[config.mk]
export PLATFORM = sky130hd
export DESIGN_NAME = fp_div
export DESIGN_NICKNAME = d
export VERILOG_FILES = /design/src/rtl/fp_div.sv
export SDC_FILE = /design/constraint.sdc
export NUM_CORES = 1
export LEC_CHECK = 0
export BUFFER_PORTS_ARGS = -buffer_cell sky130_fd_sc_hd__buf_2
export CORE_MARGIN = 2
export CORE_UTILIZATION = 59
export DETAILED_ROUTE_END_ITERATION = 16
export PLACE_DENSITY = 0.81
export REMOVE_ABC_BUFFERS = 1
export SLEW_MARGIN = 20
export SYNTH_ARGS = -nofsm -noshare
export SYNTH_HDL_FRONTEND = slang
export SYNTH_SLANG_ARGS = --single-unit
[constraint.sdc]
create_clock -name clk -period 3.4 [get_ports clk]
set_input_delay 0.51 -clock clk [delete_from_list [all_inputs] [get_ports clk]]
set_output_delay 0.51 -clock clk [all_outputs]
set_load 0.005 [all_outputs]
[src/rtl/fp_div.sv]
// fp_div: iterative IEEE-754 binary32 divider.
//   Restoring shift-subtract, one quotient bit per clock (25 steps), then one
//   normalise/pack cycle. Special operands bypass the loop and finish in one cycle.
//   Denormal inputs are treated as zero, and rounding is toward zero.
//
// Ports:
//   clk, rst_n                  clock, asynchronous active-low reset
//   in_valid / in_ready         operand handshake (in_ready = idle)
//   a, b                        dividend, divisor (binary32)
//   out_valid / out_ready       result handshake
//   result                      quotient (binary32)
//   flag_invalid, flag_dz,      exception flags, held with result
//   flag_ovf, flag_unf
//
// state  | meaning
// IDLE   | waiting for an operand pair
// DIV    | one restoring-division step per cycle, cnt 24 down to 0
// NORM   | normalise quotient, range-check exponent, register result
// DONE   | result presented until out_ready
module fp_div (
    input  logic        clk,
    input  logic        rst_n,
    input  logic        in_valid,
    output logic        in_ready,
    input  logic [31:0] a,
    input  logic [31:0] b,
    output logic        out_valid,
    input  logic        out_ready,
    output logic [31:0] result,
    output logic        flag_invalid,
    output logic        flag_dz,
    output logic        flag_ovf,
    output logic        flag_unf
);

    typedef enum logic [1:0] {S_IDLE, S_DIV, S_NORM, S_DONE} state_t;

    state_t             r_state;
    state_t             w_next;

    logic [31:0]        r_result;
    logic [3:0]         r_flags;       // {invalid, dz, ovf, unf}
    logic [24:0]        r_q;
    logic [25:0]        r_rem;
    logic [23:0]        r_mb;
    logic [4:0]         r_cnt;
    logic signed [9:0]  r_exp_d;
    logic               r_sign;

    // Operand classification
    logic w_a_zero, w_a_inf, w_a_nan, w_b_zero, w_b_inf, w_b_nan;
    logic w_sign, w_accept;

    assign w_a_zero = (a[30:23] == 8'h00);
    assign w_a_inf  = (a[30:23] == 8'hFF) && (a[22:0] == 23'h0);
    assign w_a_nan  = (a[30:23] == 8'hFF) && (a[22:0] != 23'h0);
    assign w_b_zero = (b[30:23] == 8'h00);
    assign w_b_inf  = (b[30:23] == 8'hFF) && (b[22:0] == 23'h0);
    assign w_b_nan  = (b[30:23] == 8'hFF) && (b[22:0] != 23'h0);
    assign w_sign   = a[31] ^ b[31];
    assign w_accept = in_valid && (r_state == S_IDLE);

    logic        w_special;
    logic [31:0] w_spec_res;
    logic [3:0]  w_spec_flags;

    // Order matters: invalid cases first, then inf dividend (inf/0 is a plain
    // signed inf, not divide-by-zero), then x/0, then results that are zero.
    always_comb begin
        w_special    = 1'b1;
        w_spec_res   = 32'h0;
        w_spec_flags = 4'b0000;
        if (w_a_nan || w_b_nan || (w_a_zero && w_b_zero) || (w_a_inf && w_b_inf)) begin
            w_spec_res   = 32'h7FC0_0000;
            w_spec_flags = 4'b1000;
        end else if (w_a_inf) begin
            w_spec_res   = {w_sign, 8'hFF, 23'h0};
        end else if (w_b_zero) begin
            w_spec_res   = {w_sign, 8'hFF, 23'h0};
            w_spec_flags = 4'b0100;
        end else if (w_b_inf || w_a_zero) begin
            w_spec_res   = {w_sign, 31'h0};
        end else begin
            w_special    = 1'b0;
        end
    end

    // Division step. When rem >= mb the remainder is below 2*mb < 2^25, so the
    // top remainder bit never matters for the difference.
    logic        w_ge;
    logic [24:0] w_diff;

    assign w_ge   = (r_rem >= {2'b00, r_mb});
    assign w_diff = r_rem[24:0] - {1'b0, r_mb};

    // Normalisation: q lies in [2^23, 2^25), so at most a one-bit adjust.
    logic signed [9:0] w_e;
    logic [22:0]       w_mant;
    logic [31:0]       w_norm_res;
    logic [3:0]        w_norm_flags;

    assign w_e    = r_q[24] ? (r_exp_d + 10'sd127) : (r_exp_d + 10'sd126);
    assign w_mant = r_q[24] ? r_q[23:1] : r_q[22:0];

    always_comb begin
        w_norm_res   = {r_sign, w_e[7:0], w_mant};
        w_norm_flags = 4'b0000;
        if (w_e >= 10'sd255) begin
            w_norm_res   = {r_sign, 8'hFF, 23'h0};
            w_norm_flags = 4'b0010;
        end else if (w_e <= 10'sd0) begin
            w_norm_res   = {r_sign, 31'h0};
            w_norm_flags = 4'b0001;
        end
    end

    always_ff @(posedge clk or negedge rst_n) begin
        if (!rst_n) r_state <= S_IDLE;
        else        r_state <= w_next;
    end

    always_comb begin
        w_next = r_state;
        case (r_state)
            S_IDLE: if (w_accept) w_next = w_special ? S_DONE : S_DIV;
            S_DIV:  if (r_cnt == 5'd0) w_next = S_NORM;
            S_NORM: w_next = S_DONE;
            S_DONE: if (out_ready) w_next = S_IDLE;
            default: w_next = S_IDLE;
        endcase
    end

    always_ff @(posedge clk or negedge rst_n) begin
        if (!rst_n) begin
            r_result <= 32'h0;
            r_flags  <= 4'b0000;
            r_q      <= 25'h0;
            r_rem    <= 26'h0;
            r_mb     <= 24'h0;
            r_cnt    <= 5'd0;
            r_exp_d  <= 10'sd0;
            r_sign   <= 1'b0;
        end else begin
            case (r_state)
                S_IDLE: if (w_accept) begin
                    r_flags <= w_special ? w_spec_flags : 4'b0000;
                    if (w_special) r_result <= w_spec_res;
                    r_sign  <= w_sign;
                    r_mb    <= {1'b1, b[22:0]};
                    r_rem   <= {2'b01, a[22:0]};
                    r_q     <= 25'h0;
                    r_cnt   <= 5'd24;
                    r_exp_d <= $signed({2'b00, a[30:23]}) - $signed({2'b00, b[30:23]});
                end
                S_DIV: begin
                    // Shifting q left fills bit cnt on each of the 25 steps.
                    r_q   <= {r_q[23:0], w_ge};
                    r_rem <= w_ge ? {w_diff, 1'b0} : {r_rem[24:0], 1'b0};
                    if (r_cnt != 5'd0) r_cnt <= r_cnt - 5'd1;
                end
                S_NORM: begin
                    r_result <= w_norm_res;
                    r_flags  <= w_norm_flags;
                end
                default: ;
            endcase
        end
    end

    assign in_ready     = (r_state == S_IDLE);
    assign out_valid    = (r_state == S_DONE);
    assign result       = r_result;
    assign flag_invalid = r_flags[3];
    assign flag_dz      = r_flags[2];
    assign flag_ovf     = r_flags[1];
    assign flag_unf     = r_flags[0];

endmodule
# ---- Word-level counts from Yosys, hierarchy flattened
# Cells that the tools add are included.
dict set report totals {
  register_bits 129
  latchBits 0
  ramBits 0
  mem_bits_ro 0
  input_bits 68
  out_inout_bits 38
  word_cells 92
  memories 0
}
dict set report op_classes {
  n_addsub 5
  mul 0
  n_div 0
  n_lt_le_gt_ge 3
  n_eq_ne 10
  n_shift 0
  mux 36
  bitwise 1
  n_reduce_logical 28
}
# operator count
set ops {}
lappend ops {{2-to-1 mux 32 bit} 6}
lappend ops {{case mux 32 bit (2 select lines)} 1}
lappend ops {{2-to-1 mux 31 bit} 2}
lappend ops {{2-to-1 mux 26 bit} 2}
lappend ops {{case mux 26 bit (2 select lines)} 1}
lappend ops {{case mux 25 bit (2 select lines)} 1}
lappend ops {{logical NOT 23 bit} 2}
lappend ops {{nonzero test 23 bit} 2}
lappend ops {{greater-or-equal comparator 26 x 24 -> 1 bit} 1}
lappend ops {{2-to-1 mux 25 bit} 1}
lappend ops {{subtractor 25 x 24 -> 25 bit} 1}
lappend ops {{2-to-1 mux 23 bit} 1}
lappend ops {{adder 10 x 8 -> 10 bit, second input constant} 2}
lappend ops {{== test 8 bit, second input constant} 2}
lappend ops {{logical NOT 8 bit} 2}
lappend ops {{2-to-1 mux 4 bit} 3}
lappend ops {{greater-or-equal comparator 10 x 9 -> 1 bit, second input constant} 1}
lappend ops {{less-or-equal comparator 10 x 1 -> 1 bit, second input constant} 1}
lappend ops {{2-to-1 mux 10 bit} 1}
lappend ops {{2-to-1 mux 2 bit} 5}
lappend ops {{2-to-1 mux 5 bit} 2}
lappend ops {{case mux 5 bit (2 select lines)} 1}
lappend ops {{AND reduction 3 bit} 3}
lappend ops {{subtractor 8 x 8 -> 9 bit} 1}
lappend ops {{other kinds (17)} 38}

# ---- Logic depth before layout (Yosys ltp)
dict set report depth {
  depth_word 10
  depth_mapped 13
  ltp_nobuf 11
}

# ---- Worst setup path after synthesis
# Ideal clock, no wire load.
dict set report synth_timing {
  path_type {reg2reg}
  startpoint {reg r_exp_d[1]}
  endpoint {reg r_result[22], in the netlist result[22]}
  setup_ns 0.126
  t_arrival_ns 2.509
  required_time_ns 3.274
  slack_ns 0.766
  path_stages_with_launch 12
  path_buffers 1
  period_less_slack_ns 2.634
  cell_sequence {dfrtp_1 > inv_1 > ha_1 > nor2b_1 > or4_4 > nor2_1 > xnor2_1 > nand2_1 > o41ai_1 > nand3b_4 > buf_6 > o21ai_2}
}
dict set report synth_between {
  elab_chain_cells 6
  elab_cells_between_ends 8
  cone_classes {add/sub (2); order compare (2); mux (4)}
}
# item line_no
set synth_rtl {}
lappend synth_rtl {{start: declaration} 47} ;# logic signed [9:0] r_exp_d;
lappend synth_rtl {{start signal: assignment} 153} ;# r_exp_d <= $signed({2'b00, a[30:23]}) - $signed({2'b00, b[30:23]});
lappend synth_rtl {{adder 10 x 8 -> 10 bit} 102} ;# assign w_e = r_q[24] ? (r_exp_d + 10'sd127) : (r_exp_d + 10'sd126);
lappend synth_rtl {{2-to-1 mux 10 bit (*)} 102}
lappend synth_rtl {{less-or-equal comparator 10 x 1 -> 1 bit} 111} ;# end else if (w_e <= 10'sd0) begin
lappend synth_rtl {{2-to-1 mux 31 bit} 111}
lappend synth_rtl {{2-to-1 mux 31 bit (*)} 108} ;# if (w_e >= 10'sd255) begin
lappend synth_rtl {{case mux 32 bit (2 select lines) (*)} 144} ;# case (r_state)
lappend synth_rtl {{end signal: assignment} 147} ;# if (w_special) r_result <= w_spec_res;
lappend synth_rtl {{end signal: assignment} 162} ;# r_result <= w_norm_res;
lappend synth_rtl {{end: declaration} 41} ;# logic [31:0] r_result;
# Every way passes the cells marked *; elsewhere a longest branch is shown, timed or not.
# A chain may end at the register's enable or synchronous reset.

# ---- Worst setup path after layout
dict set report layout_timing {
  startpoint {reg r_exp_d[0]}
  endpoint {reg r_result[0], in the netlist result[0]}
}
# Same word-level chain as after synthesis.

==> metrics.yaml <==
maxCapViolations: 0
rsz0062_at_grt: "false"
io_pins: 106
fin_crit_sh_pct: 89.92
rr_worst_depth: 11
area_delta_synth_final_pct: 16.62
hold_viol: 0
grt_max_degree: 60
synthArstFlopShare_pct: 100.0
cp-start-kind: "flop"
fillCellCount: 1032
place_ws_ps: 388.7
hold_path.class: "in -> async"
cts_hold_buf: 0
synth-adder-area-share_pct: 6.971
die_x_um: 120.0
clockRootBuffer: "clkbuf_16"
synth_largest_area_cell: "dfrtp_1"
synth_xor_area_share_pct: 3.643
gp_congestion: 0.9087
setup-violations-final: 0
syn_avg_cell_area_um2: 9.312
timing.setup.tns_ps: 0
via_per_inst: 6.101
antenna_found_initial: 0
grtUsageTotal_pct: 29.26
slew_headroom_pct: 48.44
ys_ff_latch: 128
power_leakage_uw: 0.004239
cts_buffer_depth: 2
die_height_um: 120.0
wl_per_cell_um: 17.86
netlist_top_cells_area: "dfrtp_1, ha_1, a21oi_1"
critical_path.max_stage_delay_ps: 520
fmax_ghz: 0.3271
synth_mux_area_share_pct: 7.176
design.die.area_um2: 14390
yosysSeqAreaShare_pct: 40.37
placed_cell_area_um2: 8672
cts-resized-gates: 0
synth-simple-area-share_pct: 14.00
crit_path_top_delay_cell: "or4_4"
ant_nets: 0
synth_top_family_by_area: "compound AO/OA/AOI/OAI gates"
nets: 1065
synth_compound_gate_area_share_pct: 22.44
peakVddDrop_mv: 0.7951
drt-initial-drc-count: 609
fin_crit_ps: 3057
slew_viol_final: 0
grt_pass1_wl_um: 33140
gr-total-overflow: 0
cts_buffers: 17
postCtsSetupRepairBufs: 0
final-instance-count-excl-fill: 1143
cp_cell_sequence: "inv_1, ha_1, nor2b_1, or4_4, nor2_1, xnor2_1, nand2_1, o41ai_1, buf_4, nand3b_4, o21ai_0"
yosys.area.top_type_share_pct: 40.37
finalWorstSetupSlack_ps: 342.8
ys.flop_type: "dfrtp_1"
drc: 0
cts.sinks: 128
worstSetupPathType: "reg -> reg"
synth_warnings: 0
critPathArrivalTime_ps: 3330
start_util_pct: 60.15
fin_worst_skew_ps: 7.288
htree_levels: 4
drive_gt1_share_pct: 22.23
p_per_area_nw_per_um2: 1048
tritoncts: "done"
num_antenna_cells: 0
routed_wl_um: 20420
hpwl_um: 14410
grt_pass1_vias: 6645
crit_required_ps: 3680
core_um2: 13190
final_area_um2: 9253
cp_max_fo: 23
syn-cell-area_um2: 7934
syn_inst: 852
endpoint_kind: "flop"
synth_edf_count: 0
vias: 6973
placedCellCount: 1111
worst_pin_slew_ps: 773.4
status: "complete, no violations"
clk_latency_ps: 430
synthDistinctLibCells: 69
dr.pass1.iters: 7
clkTransAtPathRegs_ps: 60
io_buffers: 105
core.rowCount: 42
worst paths after layout:
| kind | startpoint | to | slack, ps |
|---|---|---|---|
| hold reg to reg | r_mb[23]$_DFFE_PN0P_ | r_mb[23]$_DFFE_PN0P_ | 460 |
| hold / removal | rst_n | r_q[9]$_DFFE_PN0P_ | 150 |
| setup / recovery | r_exp_d[0]$_DFFE_PN0P_ | result[0]$_DFFE_PN0P_ | 340 |
| min in group clk | b[5] | r_mb[5]$_DFFE_PN0P_ | 320 |
| max in group asynchronous | rst_n | r_rem[13]$_DFFE_PN0P_ | 2350 |
| setup reg to reg | r_exp_d[0]$_DFFE_PN0P_ | result[0]$_DFFE_PN0P_ | 340 |
metrics by stage:
stage / util (%) / total power [uW] / hold slack, ps
global placement: 65.75 / 7638 / 434.6
finish: 70.15 / 9694 / 149.1
CTS: 70.15 / 9637 / 173.3
detailed placement: 65.75 / 7748 / 437.6
global route: 70.15 / 10390 / 212.2
floorplan: - / 6338 / 214.4
cell usage in the layout (no fill, tap or decap), types with 9 or more instances in the layout:
cell | Yosys | routed
a21oi_1 | 66 | 65
buf_2 | 6 | 104
nand2_1 | 72 | 71
nand4_1 | 11 | 11
xor2_1 | 9 | 9
nand3_1 | 21 | 21
clkbuf_16 | 0 | 17
o22ai_1 | 18 | 18
a22o_1 | 24 | 24
buf_4 | 1 | 22
o21ai_2 | 20 | 20
ha_1 | 41 | 41
mux2i_1 | 31 | 31
a21o_1 | 14 | 14
and3_1 | 9 | 9
mux2_2 | 23 | 23
a31oi_1 | 9 | 9
dfrtp_1 | 128 | 128
xnor2_1 | 24 | 24
nor4_1 | 20 | 20
nor3_1 | 16 | 16
nor2_1 | 63 | 62
o21ai_0 | 35 | 35
inv_1 | 64 | 64
cells in the mapped netlist, drive strengths merged (21+ instances only):
master  number
nand2       72
ha          41
mux2i       31
dfrtp      128
inv         64
nor2        63
mux2        23
a21oi       68
nand3       21
a22o        24
o21ai       57
xnor2       24
clkbuf      28
cell families (layout without fill, tap and decap cells):
family	Yosys count	in the layout
AND/OR/NAND/NOR	234	234
adder cells (fa/ha/maj)	43	43
buffers and inverters	107	222
AO/OA/AOI/OAI	253	253
XOR/XNOR	33	33
flip-flops	128	128
multiplexers	54	54
layout make-up:
cell class / count / area (um2) / area share (%)
multi-input combinational: 617 / 4323 / 46.72
sequential: 128 / 3203 / 34.62
tap: 176 / 220.2 / 2.380
timing repair buffer: 126 / 685.7 / 7.410
clock inverter: 12 / 123.9 / 1.339
clock buffer: 20 / 456.7 / 4.936
inverter: 64 / 240.2 / 2.596
sequential cells by signal, summed over array words and instances (netlist names):
name     count
r_cnt        5
r_exp_d      9
r_flags      4
r_mb        24
r_q         25
r_rem       26
r_sign       1
r_state      2
result      32
critical path, delay by kind of cell, from the launching register on:
kind / cells / cell delay, ps
adders and majority gates: 1 / 190
AOI/OAI and AO/OA: 2 / 620
DFF: 1 / 430
buffers and inverters: 2 / 280
and+or+nand+nor: 5 / 1240
xor gates and xnor gates: 1 / 140
power breakdown:
group	internal [uW]	switching [uW]
logic	2260	3230
registers	2010	400
clock network	1060	745
total	5320	4370
routing by layer:
metal,track usage [%],routed length (um),up-vias
met5,0,0,-
met2,49.40,10160,218
met4,12.35,500,0
li1,-,-,3319
met3,3.945,967,41
met1,37.84,8785,3395
(Power assumes the default switching activity.)
